--- src/rtl/mem_port_arbiter.sv ---
// Two-port arbiter sharing one synchronous-read program/data memory between
// the processor and the loader/debug port, with stall, halt and tagged read return.
module mem_port_arbiter #(
  parameter int LD_BURST_MAX = 4,
  parameter int LD_PRIORITY  = 1
) (
  input  logic        clk,
  input  logic        reset,
  input  logic        cpu_req,
  input  logic        cpu_we,
  input  logic [7:0]  cpu_adr,
  input  logic [7:0]  cpu_wd,
  output logic        cpu_gnt,
  output logic        cpu_stall,
  output logic        cpu_rvalid,
  output logic [14:0] cpu_rdata,
  input  logic        ld_req,
  input  logic        ld_we,
  input  logic [7:0]  ld_adr,
  input  logic [14:0] ld_wd,
  input  logic        ld_halt,
  output logic        ld_gnt,
  output logic        ld_rvalid,
  output logic [14:0] ld_rdata,
  output logic        halted,
  output logic        mem_we,
  output logic [7:0]  mem_adr,
  output logic [14:0] mem_wd,
  input  logic [14:0] mem_rd
);

  typedef enum logic {WIN_CPU = 1'b0, WIN_LD = 1'b1} winner_t;

  localparam logic [3:0] BURST_MAX = 4'(LD_BURST_MAX);

  winner_t     last_winner;
  logic [3:0]  burst_cnt;
  logic [7:0]  adr_q;
  logic [14:0] wd_q;
  logic        pend_valid;
  winner_t     pend_owner;
  logic [14:0] cpu_rdata_q;
  logic [14:0] ld_rdata_q;

  logic cpu_elig;
  logic ld_elig;
  logic ld_wins;

  // Eligibility is gated by reset so every grant-derived output is 0 in reset.
  always_comb begin
    cpu_elig = reset & cpu_req & ~ld_halt;
    ld_elig  = reset & ld_req;
    ld_wins  = ld_elig;
    if (cpu_elig && ld_elig) begin
      if (LD_PRIORITY != 0 && burst_cnt < BURST_MAX)
        ld_wins = 1'b1;
      else
        ld_wins = (last_winner == WIN_CPU);
    end
  end

  assign ld_gnt    = ld_wins;
  assign cpu_gnt   = cpu_elig & ~ld_wins;
  assign cpu_stall = reset & cpu_req & ~cpu_gnt;

  // With no grant the bus replays the last driven address/data instead of toggling.
  assign mem_we  = (ld_gnt & ld_we) | (cpu_gnt & cpu_we);
  assign mem_adr = ld_gnt ? ld_adr : (cpu_gnt ? cpu_adr : adr_q);
  assign mem_wd  = ld_gnt ? ld_wd  : (cpu_gnt ? {7'd0, cpu_wd} : wd_q);

  assign cpu_rvalid = reset & pend_valid & (pend_owner == WIN_CPU);
  assign ld_rvalid  = reset & pend_valid & (pend_owner == WIN_LD);
  assign cpu_rdata  = cpu_rvalid ? mem_rd : cpu_rdata_q;
  assign ld_rdata   = ld_rvalid  ? mem_rd : ld_rdata_q;

  // NOTE: all state below uses non-blocking assignments so every flop samples
  // the pre-edge values; blocking here would create order-dependent behaviour.
  always_ff @(posedge clk) begin
    if (!reset) begin
      // NOTE: the bus-hold and read-data registers are cleared too; they are a
      // handful of flops, not a memory, and a known value keeps outputs defined.
      last_winner <= WIN_LD;
      burst_cnt   <= 4'd0;
      adr_q       <= 8'd0;
      wd_q        <= 15'd0;
      pend_valid  <= 1'b0;
      pend_owner  <= WIN_CPU;
      cpu_rdata_q <= 15'd0;
      ld_rdata_q  <= 15'd0;
      halted      <= 1'b0;
    end else begin
      halted <= ld_halt;

      if (cpu_gnt || ld_gnt) begin
        last_winner <= ld_gnt ? WIN_LD : WIN_CPU;
        adr_q       <= mem_adr;
        wd_q        <= mem_wd;
      end

      if (cpu_gnt || !cpu_req)
        burst_cnt <= 4'd0;
      else if (ld_gnt && burst_cnt < BURST_MAX)
        burst_cnt <= burst_cnt + 4'd1;

      pend_valid <= (cpu_gnt || ld_gnt) && !mem_we;
      pend_owner <= ld_gnt ? WIN_LD : WIN_CPU;

      if (cpu_rvalid) cpu_rdata_q <= mem_rd;
      if (ld_rvalid)  ld_rdata_q  <= mem_rd;
    end
  end

endmodule

--- config.mk ---
export PLATFORM = sky130hd
export DESIGN_NAME = mem_port_arbiter
export DESIGN_NICKNAME = d
export VERILOG_FILES = /design/src/rtl/mem_port_arbiter.sv
export SDC_FILE = /design/constraint.sdc
export NUM_CORES = 1
export LEC_CHECK = 0
export CAP_MARGIN = 15
export CELL_PAD_IN_SITES_DETAIL_PLACEMENT = 0
export CELL_PAD_IN_SITES_GLOBAL_PLACEMENT = 1
export CORE_MARGIN = 2
export CORE_UTILIZATION = 36
export CTS_BUF_LIST = sky130_fd_sc_hd__clkbuf_4 sky130_fd_sc_hd__clkbuf_8
export CTS_CLUSTER_DIAMETER = 100
export CTS_CLUSTER_SIZE = 24
export DETAILED_ROUTE_END_ITERATION = 8
export MAX_ROUTING_LAYER = met4
export PLACE_DENSITY = 0.92
export SETUP_SLACK_MARGIN = 0.5
export SLEW_MARGIN = 20
export SYNTH_ARGS = -nofsm -noshare
export SYNTH_HDL_FRONTEND = slang
export SYNTH_SLANG_ARGS = --single-unit
--- constraint.sdc ---
create_clock -name clk -period 3 [get_ports clk]
set_input_delay 0.3 -clock clk [delete_from_list [all_inputs] [get_ports clk]]
set_output_delay 0.3 -clock clk [all_outputs]
set_load 0.005 [all_outputs]
==> impl_results.md <==
- Status: finished, final reports clean
- RSZ-0062 raised after global routing: false
- First-pass iteration count of the detailed router: 4
- Avg Inst Size Synth: about 11 um2
- Critical path launch point type: input port
- Final Cell Area: between 4000 and 5000 um2
- Post-Synth Adder-Cell Area: less than 1%
- CTS tree: built
- Layout cells sized above 1: between 10% and 20%
- CP bufs+invs: 3
- WHS: 0.291 ns
- Synthesized flop and latch total: 61
- Max Fclk: about 420 MHz
- ANT nets after route: 0
- First-pass GRT wire length: ~12,000 um
- Drt wl/cell: between 15 and 20 um
- Synth Area in Simple Gates: about 14%
- Vias in the first global route: 2,569
- Syn_nets: 339
- Ports: 121
- Post-Syn Instances: roughly 280
- Final Hold Vio Count: 0
- Cell Count Post-Placement: slightly below 500
- Crit path kind: in2out
- Ys flop type: dfxtp_1
- PD cells: 463 nW/um2
- Main area contributors after synthesis: dfxtp_1, mux2_4, and2_1
- Mux share of post-synthesis cell area: between 10% and 20%
- Final core occ: about 56%
- Number of max-cap violations: 0
- Detailed Place HPWL: 5720 um
- CP max-delay cell: clkdlybuf4s50_1
- Clk sinks: 61
- Total CTS buffers: 9
- Max stage delay on crit path: ~0.54 ns
- Via-to-Cell Ratio: 5.20
- Worst path required time: 2.70 ns
- H-Tree Depth: 3
- PortBufs: 120
- Largest family of logic cells by synthesized area: multiplexers
- Post-CTS Hold Buffers: 0
- Hold WC Path Type: in2reg
- Core Area: between 8000 and 9000 um2
- Placed Area: approximately 4200 um2
- CP Cell Sequence: clkdlybuf4s50_1 -> and3b_2 -> buf_12 -> mux2i_1 -> o22ai_1 -> clkdlybuf4s50_1
- Seq/Total Area, Yosys: 40.1%
- ANT cells: 0
- Vias: between 2,000 and 3,000
- Final net count: 462
- Post-synth EDFFs: 0
- Gr usage total: between 10% and 20%
- Final setup violation count: 0
- Fill count: between 700 and 800
- Synth warnings: 0
- Initial antenna violation count: 0
- Top post-synthesis cells by count: dfxtp_1, and2_1, a21oi_1
- Final setup TNS: 0 ns
- Max Fanout on Critical Path: 17
- Hold Path Origin: ld_halt
- Clock transition at the registers of the reported paths: approximately 0.07 ns
- Fin crit period: around 2.4 ns
- Origin of the worst setup path: cpu_req
- Clk Latency, worst-skew pair: 0.33 ns
- Initial core utilization: approximately 37%
- Drt initial violations: 143
- Crit path capture type: primary output
- Reg2Reg Launch Point: burst_cnt[3]
- Xor-xnor portion of the synthesized cell area: less than 1%
- Synth area leader: dfxtp_1
- Ys async rst share: 0%
- Die ar.: 9200 um2
- Crit-path most repeated cell: clkdlybuf4s50_1
- Most frequent cell after synthesis: dfxtp_1
- Die X-Extent: about 96 um
- Max clock buf depth: 2
- Chip Height: approximately 96 um
- Final Max Slew Viols: 0
- Least-Margin Pin Slew: between 0.9 and 1 ns
- DRC violations left: 0
- Slew HR: just under 40%
- Synth Area in Compound Gates: a little under a fifth
- Grt total ovfl: 0
- CP delay by family, top: buffers and inverters
- Row cnt: 33
- Total wire length: between 8000 and 9000 um
- Distinct cells, synth: 35
- Largest net degree at the start of global routing: 35
- Root Driver: clkbuf_8
- Final Skew: ~0.0065 ns
- Fin cells: about 500
- Worst EP arrival: 2.10 ns
- Top cell type's share of synthesized area: between 40% and 50%
- Period utilization: 79.9%
- Area growth, synth to finish: 50.4%
- LEAKAGE: 1.87 nW
- Gpl congestion: between 0.7 and 0.8
- Cell area after synthesis: roughly 3000 um2
- Peak supply drop: ~0.23 mV
==> kinds of logic (layout without fill, tap and decap cells) <==
group / Yosys count / count (layout)
flops: 61 / 61
xor+xnor: 1 / 1
fa+ha+maj: 1 / 1
mux: 48 / 48
simple gates: 65 / 65
buf+inv: 27 / 155
compound gates: 74 / 74
==> registers in the layout, summed over array words and instances, names as in the netlist <==
| signal | count |
|---|---|
| wd_q | 15 |
| cpu_rdata_q | 15 |
| burst_cnt | 4 |
| pend_valid | 1 |
| pend_owner | 1 |
| halted | 1 |
| ld_rdata_q | 15 |
| last_winner | 1 |
| adr_q | 8 |
==> area by class of cell <==
class,count,area (um2),area share (%)
clock buffer,10,138,3.01
clock inverter,6,110,2.41
inverter,3,11.3,0.246
multi-input combinational,189,1610,35.2
sequential,61,1220,26.7
tap,105,131,2.87
timing repair buffer,136,1350,29.6
==> power breakdown <==
group	switching [mW]	leakage (nW)	internal, mW
clock network	0.336	0.119	0.573
logic	0.130	1.26	0.224
registers	0.0156	0.498	0.840
total	0.482	1.87	1.64
==> timing repair <==
item                       4_1_cts  5_1_grt
cloned                           0        2
setup endpoints to repair       25       25
buffers inserted                 2        2
resized for setup                6        2
pin swaps                        1        2
==> worst paths after layout <==
| kind | to | slack, ns | cells after the start |
|---|---|---|---|
| setup / recovery | mem_adr[7] | 0.60 | 6 |
| hold / removal | halted | 0.29 | 2 |
| setup reg to reg | adr_q[7] | 1.55 | 4 |
| hold reg to reg | wd_q[10] | 0.49 | 1 |
==> placed cells by master, fill, tap and decap left out, types with 3 or more instances in the layout <==
| cell | instances |
|---|---|
| bufinv_16 | 3 |
| o22ai_1 | 16 |
| mux2_2 | 12 |
| mux2i_1 | 18 |
| a22o_1 | 15 |
| buf_4 | 11 |
| inv_1 | 3 |
| a221o_1 | 16 |
| and2_1 | 33 |
| clkbuf_8 | 10 |
| dfxtp_1 | 61 |
| mux2_4 | 18 |
| clkdlybuf4s50_1 | 118 |
| nand3_1 | 18 |
| a21oi_1 | 18 |
==> routing by layer <==
| metal | share of wire (%) | global-route usage (%) | wire (um) | vias to the layer above |
|---|---|---|---|---|
| met3 | 7.2 | 4.23 | 597 | 11 |
| met5 | 0 | - | 0 | - |
| met4 | 1.3 | 7.14 | 104 | 0 |
| li1 | - | - | - | 1275 |
| met1 | 44 | 21.2 | 3620 | 1254 |
| met2 | 48 | 29.8 | 3940 | 112 |
==> per-stage QoR <==
stage	worst slack [ns]	total power, mW
floorplan	1.47	1.02
global placement	0.346	1.21
detailed placement	0.322	1.22
CTS	0.501	2.14
global route	0.502	2.21
finish	0.602	2.12
Note: power is estimated with default switching activity, not from simulation.
